<file path="src/rtl/register_file_sb.sv">
// Parametrised register file with a per-register pending scoreboard and an
// outstanding-writes counter for RAW hazard detection between decode and writeback.
module register_file_sb #(
   parameter int unsigned DATA_W   = 32,
   parameter int unsigned ADDR_W   = 5,
   parameter bit          ZERO_REG = 1'b1,
   parameter bit          BYPASS   = 1'b1
) (
   input  logic              clk,
   input  logic              reset,
   input  logic              reg_write,
   input  logic [ADDR_W-1:0] write_register,
   input  logic [DATA_W-1:0] write_data,
   input  logic [ADDR_W-1:0] read_register1,
   input  logic [ADDR_W-1:0] read_register2,
   output logic [DATA_W-1:0] read_data1,
   output logic [DATA_W-1:0] read_data2,
   input  logic              issue_valid,
   input  logic [ADDR_W-1:0] issue_register,
   output logic              pending1,
   output logic              pending2,
   output logic [ADDR_W:0]   outstanding
);

   localparam int unsigned DEPTH = 2 ** ADDR_W;
   localparam int unsigned CNT_W = ADDR_W + 1;

   logic [DATA_W-1:0] regs_q [DEPTH];
   logic [DEPTH-1:0]  pending_q;
   logic [DEPTH-1:0]  pending_d;
   logic [CNT_W-1:0]  outstanding_q;
   logic [CNT_W-1:0]  outstanding_d;

   logic wr_zero;
   logic iss_zero;
   logic rd1_zero;
   logic rd2_zero;
   logic wr_eff;
   logic set_eff;
   logic set_new;
   logic clr_eff;

   // Address-0 masking applies only when the hardwired zero register is enabled.
   assign wr_zero  = ZERO_REG && (write_register == '0);
   assign iss_zero = ZERO_REG && (issue_register == '0);
   assign rd1_zero = ZERO_REG && (read_register1 == '0);
   assign rd2_zero = ZERO_REG && (read_register2 == '0);

   assign wr_eff  = reg_write && !wr_zero;
   assign set_eff = issue_valid && !iss_zero;
   assign set_new = set_eff && !pending_q[issue_register];
   // A same-register issue keeps the bit set, so the write does not retire it.
   assign clr_eff = wr_eff && pending_q[write_register] &&
                    !(set_eff && (issue_register == write_register));

   // Scoreboard and counter next state.
   always_comb begin
      pending_d     = pending_q;
      outstanding_d = outstanding_q;
      if (wr_eff) begin
         pending_d[write_register] = 1'b0;
      end
      if (set_eff) begin
         pending_d[issue_register] = 1'b1;
      end
      outstanding_d = outstanding_q + CNT_W'(set_new) - CNT_W'(clr_eff);
   end

   // State registers.
   always_ff @(posedge clk) begin
      if (reset) begin
         for (int i = 0; i < DEPTH; i++) begin
            regs_q[i] <= '0;
         end
         pending_q     <= '0;
         outstanding_q <= '0;
      end else begin
         if (wr_eff) begin
            regs_q[write_register] <= write_data;
         end
         pending_q     <= pending_d;
         outstanding_q <= outstanding_d;
      end
   end

   // Combinational read ports with optional same-cycle forwarding.
   always_comb begin
      read_data1 = regs_q[read_register1];
      read_data2 = regs_q[read_register2];
      pending1   = pending_q[read_register1];
      pending2   = pending_q[read_register2];
      if (BYPASS && wr_eff && (write_register == read_register1)) begin
         read_data1 = write_data;
         pending1   = 1'b0;
      end
      if (BYPASS && wr_eff && (write_register == read_register2)) begin
         read_data2 = write_data;
         pending2   = 1'b0;
      end
      if (rd1_zero) begin
         read_data1 = '0;
         pending1   = 1'b0;
      end
      if (rd2_zero) begin
         read_data2 = '0;
         pending2   = 1'b0;
      end
   end

   assign outstanding = outstanding_q;

endmodule
</file>
<file path="config.mk">
export PLATFORM = sky130hd
export DESIGN_NAME = register_file_sb
export DESIGN_NICKNAME = d
export VERILOG_FILES = /design/src/rtl/register_file_sb.sv
export SDC_FILE = /design/constraint.sdc
export NUM_CORES = 2
export LEC_CHECK = 0
export ABC_CLOCK_PERIOD_IN_PS = 5500
export CORE_MARGIN = 2
export CORE_UTILIZATION = 50
export CTS_CLUSTER_SIZE = 30
export DETAILED_ROUTE_END_ITERATION = 10
export PLACE_DENSITY = 0.72
export SYNTH_ARGS = -nofsm -noshare
export SYNTH_HDL_FRONTEND = slang
export SYNTH_SLANG_ARGS = --single-unit
</file>
<file path="constraint.sdc">
create_clock -name clk -period 5.5 [get_ports clk]
set_clock_uncertainty 0.1 [all_clocks]
set_input_delay 1.1 -clock clk [delete_from_list [all_inputs] [get_ports clk]]
set_output_delay 1.1 -clock clk [all_outputs]
set_load 0.01 [all_outputs]
</file>
==> metrics.md <==
| Metric | Value |
|---|---|
| Status | `completed` |
| Fillers | `8969` |
| Clk network pwr share | `38.0%` |
| Initial antenna violation count | `6` |
| Setup violations, final | `0` |
| Fraction of layout cells with a size suffix above 1 | `23.6%` |
| Async S/R FF share, synth | `0%` |
| Post-Route Setup TNS | `0 ns` |
| H-tree levels | `3` |
| Hold Path Class | `flip-flop to flip-flop` |
| Slew Limit Fails | `0` |
| Final total power | `20.3 mW` |
| Startpoint Class | `input pin` |
| Worst Path Arrival | `4.28 ns` |
| Leak Pwr | `23.6 nW` |
| Peak VDD IR | `0.302 mV` |
| Die ar. | `0.119 mm2` |
| Yosys top cell by area | `edfxtp_1` |
| Slew at the pin closest to its max-slew limit | `1.25 ns` |
| Grt peak-use layer | `met2` |
| Max incr delay on CP | `0.59 ns` |
| Share of the synthesized area in the top cell type | `52.9%` |
| Critical Path Source | `write_register[2]` |
| FF-to-FF path depth | `13` |
| Crit path capture type | `output port` |
| Mapped Area | `0.0581 mm2` |
| Drt first pass iters | `7` |
| Vias in the first global route | `40494` |
| Critical Path RT | `4.30 ns` |
| Mapped Cells | `4086` |
| Tcrit/Tclk final | `99.7%` |
| Maxcap violations | `0` |
| Stages on the worst setup path | `8` |
| Clk_lat worst skew | `0.70 ns` |
| Worst Path Max Fanout | `31` |
| Initial core utilization | `50.2%` |
| CTS root buffer | `clkbuf_16` |
| TritonCTS Sinks | `1062` |
| Buffers on Ports | `127` |
| Via density per instance | `6.97` |
| Area of the multi-input gates | `0.0250 mm2` |
| Crit path time final | `5.48 ns` |
| Drt wl/cell | `34.5 um` |
| Post-place setup slack | `-0.175 ns` |
| Drt initial violations | `7201` |
| Placer Congestion | `0.938` |
| Final setup slack of the worst path | `0.0153 ns` |
| Via Count | `40887` |
| Cell Rows | `125` |
| Largest cells by area after synthesis | `edfxtp_1 (53%), mux4_2 (16%), and2_1 (11%), mux2i_1 (5.0%), clkbuf_1 (1.9%)` |
| Met1 Use GR | `45.6%` |
| Die Wd | `345 um` |
| Cell Pwr Density | `305 mW/mm2` |
| #FFs+latches synth | `1062` |
| CTS clk-pin slew, worst paths | `0.07 ns` |
| Comb power frac | `14.8%` |
| Total gr overflow | `0` |
| Net Sw Power | `5.22 mW` |
| Pin count of the biggest net entering global routing | `72` |
| Maximum clock rate | `0.182 GHz` |
| Top-Level Pins | `128` |
| RR Startpoint | `pending_q[16]` |
| Synth Flop Type | `edfxtp_1` |
| Hold buffers post-CTS | `0` |
| Total CTS buffers | `110` |
| Placed cells | `5651` |
| Total Nets Final | `4309` |
| Synthesis-to-layout area growth | `14.3%` |
| Switching part of the total | `25.8%` |
| Clk buf depth | `3` |
| M3 GR Usage | `10.4%` |
| First-pass GRT wire length | `286000 um` |
| Critical path buffer and inverter count | `3` |
| Register area share after synthesis | `54.2%` |
| Slew HR | `16.7%` |
| Core ar. | `0.116 mm2` |
| Post-route ant nets | `0` |
| CTS tree | `built` |
| Fin cells | `5869` |
| Dpl hpwl | `127000 um` |
| FF-to-FF End | `outstanding[4]` |
| EDFF count, synth | `1024` |
| Setup CP Type | `input pin to output port` |
| Worst Setup EP | `read_data2[9]` |
| Critical-path top delay cell | `clkdlybuf4s50_1` |
| Internal | `15.0 mW` |
| Syn Area/Cell | `14.2 um2` |
| Residual DRC | `0` |
| Hold Vio Cnt, Final | `0` |
| R2r setup slk | `2.22 ns` |
| Most frequent cells after synthesis | `edfxtp_1 (1024), and2_1 (996), mux4_2 (425)` |
| Synth unique cells | `65` |
| Register area | `0.0315 mm2` |
| Met2 usage | `50.5%` |
| Die Y | `345 um` |
| RSZ-0062 raised after global routing | `false` |
| Yosys warns | `0` |
| CP delay by family, top | `compound AO/OA/AOI/OAI gates` |
| Global Route Usage Sum | `34.0%` |
| Routed WL | `202000 um` |
| Count leader, synth | `edfxtp_1` |
| Crit-path cells | `clkdlybuf4s50_1 -> or3_1 -> o31ai_4 -> o31ai_4 -> buf_12 -> a211oi_1 -> a211o_1 -> clkdlybuf4s50_1` |
| Sequential fraction of design power | `47.2%` |
==> registers in the layout, indices dropped and copies added (netlist names) <==
| name | flops |
|---|---|
| pending_q | 32 |
| regs_q | 1024 |
| outstanding | 6 |
==> routing by layer <==
| layer | wire length, um | up-vias |
|---|---|---|
| met5 | 0 | - |
| met4 | 11700 | 0 |
| met3 | 30100 | 677 |
| met2 | 88900 | 3513 |
| met1 | 71600 | 20606 |
| li1 | - | 16091 |
==> what timing repair did <==
item,4_1_cts,5_1_grt
gates cloned,1,0
pin swaps,2,1
buffers inserted,5,1
endpoints found under the hold margin,0,0
setup endpoints to repair,4,21
gates resized for setup,3,1
==> cell families after synthesis <==
logic type	after synthesis	share of synthesized area [%]
adder cells (fa/ha/maj)	7	0.164
multiplexers	732	21.8
flip-flops	1062	54.2
XOR/XNOR	19	0.286
other	1	0.00645
AO/OA/AOI/OAI	551	7.03
AND/OR/NAND/NOR	1239	12.8
buffers and inverters	475	3.65
==> layout make-up <==
class                           count  area share, %
Antenna cell                        6         0.0226
Clock buffer                      133           4.41
Clock inverter                     72           1.09
Inverter                           45          0.254
Multi-Input combinational cell   2581           37.6
Sequential cell                  1062           47.4
Tap cell                         1524           2.87
Timing Repair Buffer              446           6.32
==> worst min-delay path by stage <==
stage | slack, ns | start | to | depth (start not counted)
finish | 0.42 | pending_q[17] | pending_q[17] | 2
global placement | 0.39 | pending_q[19] | pending_q[19] | 2
global route | 0.43 | pending_q[18] | pending_q[18] | 2
detailed placement | 0.40 | pending_q[17] | pending_q[17] | 2
floorplan | 0.37 | pending_q[10] | pending_q[10] | 2
CTS | 0.42 | pending_q[18] | pending_q[18] | 2
==> stage by stage <==
stage	cell area, um2	hold WS (ns)	util [%]
floorplan	58200	0.372	-
global placement	62700	0.395	54.2
detailed placement	62700	0.402	54.2
CTS	66400	0.417	57.4
global route	66400	0.434	57.4
finish	66500	0.419	57.4
==> worst reg2reg max path: cells and delay by family (launching register included) <==
| family | cells | cell delay, ns |
|---|---|---|
| AOI/OAI and AO/OA | 4 | 0.87 |
| xor gates and xnor gates | 1 | 0.16 |
| adders and majority gates | 3 | 0.95 |
| buffers and inverters | 1 | 0.04 |
| DFF | 1 | 0.35 |
| muxes | 1 | 0.46 |
| and+or+nand+nor | 3 | 0.21 |
==> cells in the final DEF, fill, tap and decap left out, types with 14 or more instances in the layout <==
cell,n
o21ai_0,53
a221oi_1,100
inv_1,39
a211oi_1,36
mux2i_1,290
nor2_4,34
nor3_1,22
buf_4,280
clkinv_2,22
a22oi_1,85
edfxtp_1,1024
nor2_1,42
bufinv_16,14
clkdlybuf4s50_1,118
a21oi_1,65
nand2_1,44
buf_12,42
dfxtp_1,38
clkbuf_16,113
a211o_1,43
a221o_1,31
mux2_2,15
o22ai_1,50
conb_1,32
clkinv_1,26
and2_1,995
mux4_2,425
o21bai_1,21
clkbuf_1,17
a21o_2,23
==> power groups by stage <==
stage                     sequential (mW)  combinational (mW)  clock, mW
after floorplan                      9.64                1.65          0
after global placement               9.69                2.87          0
after detailed placement             9.72                2.89          0
after CTS                            9.55                2.91       7.70
after global routing                 9.60                3.08       8.01
final                                9.57                2.99       7.70
Power figures use the tool's default switching activity.
